$ cat src/rtl/mem_ctrl.sv
// Memory controller: arbitrates fetch, LSB loads and ROB stores onto the byte-serial
// RAM/IO bus, splitting each access into 1/2/4 byte beats and returning a done pulse.
module mem_ctrl #(
  parameter logic [1:0] RAM_IO_HI = 2'b11
) (
  input  logic        clk,
  input  logic        rst,
  input  logic        rdy,
  input  logic        in_rob_xbp,
  input  logic        in_fetcher_flag,
  input  logic [31:0] in_fetcher_addr,
  output logic        out_fetcher_flag,
  output logic [31:0] out_fetcher_data,
  input  logic        in_lsb_flag,
  input  logic [5:0]  in_lsb_size,
  input  logic        in_lsb_signed,
  input  logic [31:0] in_lsb_addr,
  output logic        out_lsb_flag,
  output logic [31:0] out_lsb_data,
  input  logic        in_rob_flag,
  input  logic [5:0]  in_rob_size,
  input  logic [31:0] in_rob_addr,
  input  logic [31:0] in_rob_data,
  output logic        out_rob_flag,
  input  logic [7:0]  mem_din,
  output logic [7:0]  mem_dout,
  output logic [31:0] mem_a,
  output logic        mem_wr,
  input  logic        io_buffer_full
);

  typedef enum logic [1:0] {S_IDLE, S_READ, S_WRITE} state_t;
  state_t r_state, w_state_nxt;

  logic        r_f_vld;
  logic [31:0] r_f_addr;
  logic        r_l_vld, r_l_sgn;
  logic [5:0]  r_l_size;
  logic [31:0] r_l_addr;
  logic        r_r_vld;
  logic [5:0]  r_r_size;
  logic [31:0] r_r_addr, r_r_data;
  logic [31:0] r_base, r_acc;
  logic [5:0]  r_k, r_len;
  logic        r_sgn, r_own_lsb;

  logic        w_f_pend, w_l_pend;
  logic        w_pick_rob, w_pick_lsb, w_pick_f;
  logic        w_rd_last, w_rd_done, w_wr_all, w_wr_done, w_io_stall;
  logic [1:0]  w_wr_k;
  logic [31:0] w_wr_addr, w_acc_nxt;
  logic [7:0]  w_wr_byte;

  function automatic logic [31:0] extend_rd(input logic [31:0] w, input logic [5:0] n,
                                            input logic s);
    case (n)
      6'd1:    return {{24{s & w[7]}}, w[7:0]};
      6'd2:    return {{16{s & w[15]}}, w[15:0]};
      default: return w;
    endcase
  endfunction

  // A flush hides the fetch and LSB slots from arbitration in the same cycle.
  assign w_f_pend   = r_f_vld & ~in_rob_xbp;
  assign w_l_pend   = r_l_vld & ~in_rob_xbp;
  assign w_pick_rob = r_r_vld;
  assign w_pick_lsb = ~r_r_vld & w_l_pend;
  assign w_pick_f   = ~r_r_vld & ~w_l_pend & w_f_pend;

  assign w_rd_last  = (r_k + 6'd1) >= r_len;
  assign w_rd_done  = (r_state == S_READ) & ~in_rob_xbp & w_rd_last;
  assign w_wr_all   = (r_k == r_len);
  assign w_wr_done  = (r_state == S_WRITE) & w_wr_all;

  assign w_wr_k     = (r_state == S_WRITE) ? r_k[1:0] : 2'd0;
  assign w_wr_addr  = r_r_addr + {30'd0, w_wr_k};
  assign w_wr_byte  = r_r_data[{w_wr_k, 3'b000} +: 8];
  assign w_io_stall = (w_wr_addr[17:16] == RAM_IO_HI) & io_buffer_full;

  always_comb begin
    w_acc_nxt = r_acc;
    w_acc_nxt[{r_k[1:0], 3'b000} +: 8] = mem_din;
  end

  always_comb begin
    w_state_nxt = r_state;
    unique case (r_state)
      S_IDLE: begin
        if (w_pick_rob)                  w_state_nxt = S_WRITE;
        else if (w_pick_lsb || w_pick_f) w_state_nxt = S_READ;
      end
      S_READ:  if (in_rob_xbp || w_rd_last) w_state_nxt = S_IDLE;
      S_WRITE: if (w_wr_all)                w_state_nxt = S_IDLE;
      default: w_state_nxt = S_IDLE;
    endcase
  end

  always_ff @(posedge clk) begin
    if (rst)      r_state <= S_IDLE;
    else if (rdy) r_state <= w_state_nxt;
  end

  always_ff @(posedge clk) begin
    if (rst) begin
      r_f_vld          <= 1'b0;
      r_l_vld          <= 1'b0;
      r_r_vld          <= 1'b0;
      r_k              <= 6'd0;
      out_fetcher_flag <= 1'b0;
      out_fetcher_data <= 32'd0;
      out_lsb_flag     <= 1'b0;
      out_lsb_data     <= 32'd0;
      out_rob_flag     <= 1'b0;
      mem_dout         <= 8'd0;
      mem_a            <= 32'd0;
      mem_wr           <= 1'b0;
    end else if (rdy) begin
      out_fetcher_flag <= 1'b0;
      out_lsb_flag     <= 1'b0;
      out_rob_flag     <= 1'b0;

      if (in_rob_xbp) r_f_vld <= 1'b0;
      else if (in_fetcher_flag && !r_f_vld) begin
        r_f_vld  <= 1'b1;
        r_f_addr <= in_fetcher_addr;
      end else if (w_rd_done && !r_own_lsb) r_f_vld <= 1'b0;

      if (in_rob_xbp) r_l_vld <= 1'b0;
      else if (in_lsb_flag && !r_l_vld) begin
        r_l_vld  <= 1'b1;
        r_l_size <= in_lsb_size;
        r_l_sgn  <= in_lsb_signed;
        r_l_addr <= in_lsb_addr;
      end else if (w_rd_done && r_own_lsb) r_l_vld <= 1'b0;

      if (in_rob_flag && !r_r_vld) begin
        r_r_vld  <= 1'b1;
        r_r_size <= in_rob_size;
        r_r_addr <= in_rob_addr;
        r_r_data <= in_rob_data;
      end else if (w_wr_done) r_r_vld <= 1'b0;

      unique case (r_state)
        S_IDLE: begin
          if (w_pick_rob) begin
            mem_a    <= w_wr_addr;
            mem_dout <= w_wr_byte;
            mem_wr   <= ~w_io_stall;
            r_k      <= w_io_stall ? 6'd0 : 6'd1;
            r_len    <= r_r_size;
          end else if (w_pick_lsb) begin
            mem_a     <= r_l_addr;
            r_base    <= r_l_addr;
            r_len     <= r_l_size;
            r_sgn     <= r_l_sgn;
            r_own_lsb <= 1'b1;
            r_k       <= 6'd0;
            r_acc     <= 32'd0;
            mem_wr    <= 1'b0;
          end else if (w_pick_f) begin
            mem_a     <= r_f_addr;
            r_base    <= r_f_addr;
            r_len     <= 6'd4;
            r_sgn     <= 1'b0;
            r_own_lsb <= 1'b0;
            r_k       <= 6'd0;
            r_acc     <= 32'd0;
            mem_wr    <= 1'b0;
          end
        end
        // Read beats: byte k arrives for the address presented last cycle.
        S_READ: begin
          mem_wr <= 1'b0;
          if (!in_rob_xbp) begin
            r_acc <= w_acc_nxt;
            if (w_rd_last) begin
              if (r_own_lsb) begin
                out_lsb_flag <= 1'b1;
                out_lsb_data <= extend_rd(w_acc_nxt, r_len, r_sgn);
              end else begin
                out_fetcher_flag <= 1'b1;
                out_fetcher_data <= w_acc_nxt;
              end
            end else begin
              mem_a <= r_base + {26'd0, r_k} + 32'd1;
              r_k   <= r_k + 6'd1;
            end
          end
        end
        // A stalled IO beat keeps r_k so the same byte is retried next edge.
        S_WRITE: begin
          if (w_wr_all) begin
            mem_wr       <= 1'b0;
            out_rob_flag <= 1'b1;
          end else begin
            mem_a    <= w_wr_addr;
            mem_dout <= w_wr_byte;
            mem_wr   <= ~w_io_stall;
            if (!w_io_stall) r_k <= r_k + 6'd1;
          end
        end
        default: mem_wr <= 1'b0;
      endcase
    end
  end

endmodule
$ cat config.mk
export PLATFORM = sky130hd
export DESIGN_NAME = mem_ctrl
export DESIGN_NICKNAME = d
export VERILOG_FILES = /design/src/rtl/mem_ctrl.sv
export SDC_FILE = /design/constraint.sdc
export NUM_CORES = 1
export LEC_CHECK = 0
export CORE_MARGIN = 1
export CORE_UTILIZATION = 48
export CTS_BUF_LIST = sky130_fd_sc_hd__clkbuf_16
export DETAILED_ROUTE_END_ITERATION = 10
export GPL_TIMING_DRIVEN = 0
export MAX_ROUTING_LAYER = met4
export PLACE_DENSITY = 0.77
export SETUP_SLACK_MARGIN = 0.2
export SYNTH_ARGS = -nofsm -noshare
export SYNTH_HDL_FRONTEND = slang
export SYNTH_SLANG_ARGS = --single-unit
$ cat constraint.sdc
create_clock -name clk -period 11.35 [get_ports clk]
set_input_delay 3.405 -clock clk [delete_from_list [all_inputs] [get_ports clk]]
set_output_delay 3.405 -clock clk [all_outputs]
set_load 0.01 [all_outputs]
# Yosys cells after proc, flatten, opt, wreduce, memory -nomap -nowiden
# Cells that the tools add are included.
dict set report totals {
  regBits 332
  output_inout_bits 108
  word_cells 163
}
dict set report op_classes {
  addsub 5
  order_cmp 1
  n_eq_ne 17
  n_shift 3
  mux 59
  bitwise 17
  n_reduce_logical 36
}
# operator n
set ops {}
lappend ops {{two-way mux 32 bit} 10}
lappend ops {{one-hot mux 32 bit (2 select lines)} 2}
lappend ops {{one-hot mux 32 bit (3 select lines)} 1}
lappend ops {{two-way mux 6 bit} 10}
lappend ops {{adder 32 x 1 -> 32 bit, second input constant} 1}
lappend ops {{adder 32 x 2 -> 32 bit} 1}
lappend ops {{adder 32 x 6 -> 32 bit} 1}
lappend ops {{bitwise mux 32 bit} 1}
lappend ops {{variable shift 8 x 7 -> 32 bit, first input constant} 1}
lappend ops {{variable part select 32 x 6 -> 8 bit} 1}
lappend ops {{variable part select 8 x 7 -> 32 bit} 1}
lappend ops {{two-way mux 1 bit} 24}
lappend ops {{AND reduction 4 bit} 5}
lappend ops {{one-hot mux 6 bit (3 select lines)} 1}
lappend ops {{two-way mux 8 bit} 2}
lappend ops {{one-hot mux 8 bit (2 select lines)} 1}
lappend ops {{AND reduction 5 bit} 3}
lappend ops {{inequality test 2 bit, second input constant} 7}
lappend ops {{AND reduction 6 bit} 2}
lappend ops {{nonzero test 3 bit} 4}
lappend ops {{AND 1 bit} 11}
lappend ops {{two-way mux 2 bit} 5}
lappend ops {{AND reduction 2 bit} 4}
lappend ops {{nonzero test 2 bit} 4}
lappend ops {{other kinds (20)} 35}

# Logic depth before layout (Yosys ltp)
dict set report depth {
  ltp_word 9
  ltp_mapped 15
}

# Least setup slack after synthesis
# Ideal clock, no wire load.
dict set report synth_timing {
  path_kind {input to register}
  from {input rdy}
  to {register r_r_addr[0], enable pin}
  setup_time_ns 0.699
  arrival_time_ns 10.881
  t_required_ns 10.651
  setup_slack_ns -0.230
  stages 2
  cell_sequence {clkinv_1 nor4b_1}
}
dict set report synth_between {
  elab_chain_len 1
}
# item line
set synth_rtl {}
lappend synth_rtl {{from (decl)} 8} ;# input logic rdy,
lappend synth_rtl {{AND reduction 3 bit (no line)} --}
lappend synth_rtl {{to (signal assigned)} 139} ;# r_r_addr <= in_rob_addr;
lappend synth_rtl {{to (decl)} 42} ;# logic [31:0] r_r_addr, r_r_data;
# No other way between the ends.
# A chain may end at the register's enable or synchronous reset.

# Final worst setup path
dict set report layout_timing {
  from {input in_rob_xbp}
  to {register mem_a[21]}
}
dict set report layout_between {
  elab_chain_len 7
  elab_cells_between_ends 13
  cone_classes {eq/ne: 2; mux: 3; bitwise: 7; reduce/logical: 1}
}
# item line
set layout_rtl {}
lappend layout_rtl {{from (decl)} 9} ;# input logic in_rob_xbp,
lappend layout_rtl {{NOT 1 bit (no line)} --}
lappend layout_rtl {{AND 1 bit} 65} ;# assign w_l_pend = r_l_vld & ~in_rob_xbp;
lappend layout_rtl {{NOT 1 bit} 68} ;# assign w_pick_f = ~r_r_vld & ~w_l_pend & w_f_pend;
lappend layout_rtl {{AND 1 bit (2 in series)} 68}
lappend layout_rtl {{inequality test 4 bit (no line)} --}
lappend layout_rtl {{AND reduction 6 bit (no line)} --}
lappend layout_rtl {{to (signal assigned)} 146} ;# mem_a <= w_wr_addr;
lappend layout_rtl {{to (signal assigned)} 152} ;# mem_a <= r_l_addr;
lappend layout_rtl {{to (signal assigned)} 161} ;# mem_a <= r_f_addr;
lappend layout_rtl {{to (decl)} 27} ;# output logic [31:0] mem_a,
# Parallel ways exist; a longest one is shown, timed or not.

==> metrics.yaml <==
status:
  outcome: "finished, final reports clean"
route:
  antenna_left: 0
  wl_per_cell_um: 21.2
  dr.pass1.iters: 5
  drc_errors: 0
  num_vias: 11613
  routed_wl_mm: 42.7
  drtIter0Drc: 1109
  viasPerCell: 5.77
synth:
  synth_edf_count: 213
  synthFlopType: "edfxtp_1"
  yosysSeqAreaShare: 0.601
  syn_inst: 1283
  async_reset_ff_frac: 0
  yosys_warnings: 0
  syn-num-nets: 1466
  syn_area_um2: 14600
  yosysUniqueCellTypes: 69
  ys_seq_elements: 332
  avgSynthCellArea_um2: 11.4
floorplanning:
  dieWidth_um: 176
  dieArea_um2: 31100
  die_h_um: 176
  row_count: 63
  core_area_um2: 29800
  initial_core_util: 0.490
  io_pins: 265
sta:
  finalHoldWorstSlack_ns: 0.460
  slew_headroom: 0.124
  slew_violations: 0
  setup_violations: 0
  fmax_mhz: 164
  tightest_slew_ns: 1.30
  grt_setup_unrepaired: "no"
  post-route-period-util: 0.537
  tns_ns: 0
  hold_violations: 0
  fin_crit_ns: 6.09
  finClkSkew_ns: 0.0199
clock_network:
  cts.path.max_buffers: 3
  clock-sinks: 332
  cts_setup_buffers: 0
  cts_root_buf: "clkbuf_16"
  cts_buffers: 36
  cts_resized: 0
  ctsHoldBuffers: 0
  ctsHtreeMaxLevel: 2
  clkTransAtPathRegs_ns: 0.07
  cts_tree: "yes"
  clkLatencyLatePin_ns: 0.52
critical_path:
  crit_type: "in2reg"
  worst_setup_path_end_kind: "flop"
  critPathMaxFanout: 10
  crit_path_start_kind: "input pin"
  critical_path_arrival_ns: 6.47
  worstPathRequired_ns: 11.73
grt:
  grt_first_pass_wirelength_mm: 65.0
  grt_overflow_total: 0
  grtUsageTotal: 0.281
  first_global_vias: 11260
  grt_start_max_net_pins: 31
  antenna_found_initial: 1
layout:
  nNetsFinal: 1777
  final_core_util: 0.641
  area_growth_pct: 30.7
  design_area_um2: 19100
  layout-drive-gt1-share: 0.0704
power:
  leakagePower_nw: 6.58
  pwr_density_cell_nw_per_um2: 146
  ir_worst_vdd_uv: 124
hold_path:
  hp-class: "reg2reg"
place:
  gp_congestion: 0.929
  placed_area_um2: 17900
  post-dp-hpwl_mm: 31.3
  portBuffers: 263
run:
  drv_cap: 0
[power by group]
| group | switching (mW) | internal (mW) |
|---|---|---|
| clock network | 0.470 | 0.693 |
| registers | 0.0214 | 1.32 |
| logic | 0.162 | 0.132 |
| total | 0.653 | 2.15 |
[worst paths after layout]
path	startpoint	end	slack, ns	cells after the start
worst min-delay path	mem_wr	mem_wr	0.46	2
worst max-delay path	in_rob_xbp	mem_a[21]	5.26	7
worst max register to register	r_k[0]	mem_a[26]	6.67	13
worst min register to register	mem_wr	mem_wr	0.46	2
[through the flow]
stage	setup slack, ns	instances	total power, mW
2_1_floorplan	3.30	1283	1.49
3_3_place_gp	0.992	1936	1.65
3_5_place_dp	4.87	1946	1.65
4_1_cts	5.38	2009	2.81
5_1_grt	5.21	2010	2.89
6_report	5.26	2011	2.80
[synth_stat cells, types with 4 or more instances]
cell       number  area (um2)
and2_1         40         250
clkbuf_1       60         225
nor2_1         94         353
edfxtp_1      213        6400
a211oi_1       34         255
a21oi_1        74         370
o21a_1          7        52.6
a31oi_1        13        81.3
ha_1           24         300
a2111oi_0      11        96.3
o31a_1          5        43.8
nand2b_1        5        31.3
a22oi_1         5        37.5
nand4_1        23         144
mux2_2         33         372
a222oi_1       11         110
nand2_1       115         432
o22ai_1         8        50.1
nor2b_1        18         113
nand3b_1        5        37.5
inv_1          46         173
nor4_1         15        93.8
and3_1          4        25.0
o211ai_1        6        45.0
mux2i_1        42         420
dfxtp_1       119        2380
and4_1          8        70.1
xor2_1         34         298
buf_2           6        30.0
nand3_1        17        85.1
nor3_1         14        70.1
xnor2_1        21         184
o21ai_0        94         470
nor3b_1         4        30.0
[critical path, stage by stage]
cell and delay [ns]:
clkdlybuf4s50_1 0.59, nand2b_1 0.28, nor2_1 0.51, clkbuf_1 0.64, mux2_2 0.44, a221oi_1 0.46, a21oi_1 0.13
[logic make-up after synthesis]
kind of cell | count (synthesis) | synth area share
compound gates | 301 | 0.131
mux | 75 | 0.0542
buf+inv | 118 | 0.0308
flops | 332 | 0.601
simple gates | 376 | 0.127
xor+xnor | 55 | 0.0330
fa+ha+maj | 26 | 0.0233
[sequential cells by signal, indices dropped and copies added, names as in the netlist, 8 cells and up]
name	cells
mem_a	32
mem_dout	8
out_fetcher_data	32
out_lsb_data	32
r_acc	32
r_base	32
r_f_addr	32
r_l_addr	32
r_r_addr	32
r_r_data	32
[placed cells by master, fill, tap and decap left out, types with 33 or more instances in the layout]
master | netlist | layout
clkdlybuf4s50_1 | 0 | 263
edfxtp_1 | 213 | 213
dfxtp_1 | 119 | 119
nand2_1 | 115 | 115
o21ai_0 | 94 | 94
nor2_1 | 94 | 93
a21oi_1 | 74 | 73
clkbuf_1 | 60 | 60
inv_1 | 46 | 52
mux2i_1 | 42 | 42
and2_1 | 40 | 40
clkbuf_16 | 0 | 38
xor2_1 | 34 | 34
a211oi_1 | 34 | 34
mux2_2 | 33 | 33
[cell type report]
cell class / count / area (um2)
Clock buffer: 38 / 951
Timing Repair Buffer: 273 / 2790
Buffer: 68 / 263
Tap cell: 390 / 488
Sequential cell: 332 / 8780
Multi-Input combinational cell: 833 / 5430
Clock inverter: 25 / 210
Inverter: 50 / 188
Fill cell: 2312 / 10700
Antenna cell: 2 / 5.00
[per-layer routing]
| metal | routed length, um | track usage | part of all wire | vias up |
|---|---|---|---|---|
| met2 | 19700 | 0.438 | 0.46 | 559 |
| met1 | 18600 | 0.377 | 0.44 | 5620 |
| met3 | 3520 | 0.0497 | 0.082 | 67 |
| met5 | 0 | - | 0 | - |
| li1 | - | - | - | 5367 |
| met4 | 897 | 0.0754 | 0.021 | 0 |
Power figures use the tool's default switching activity.
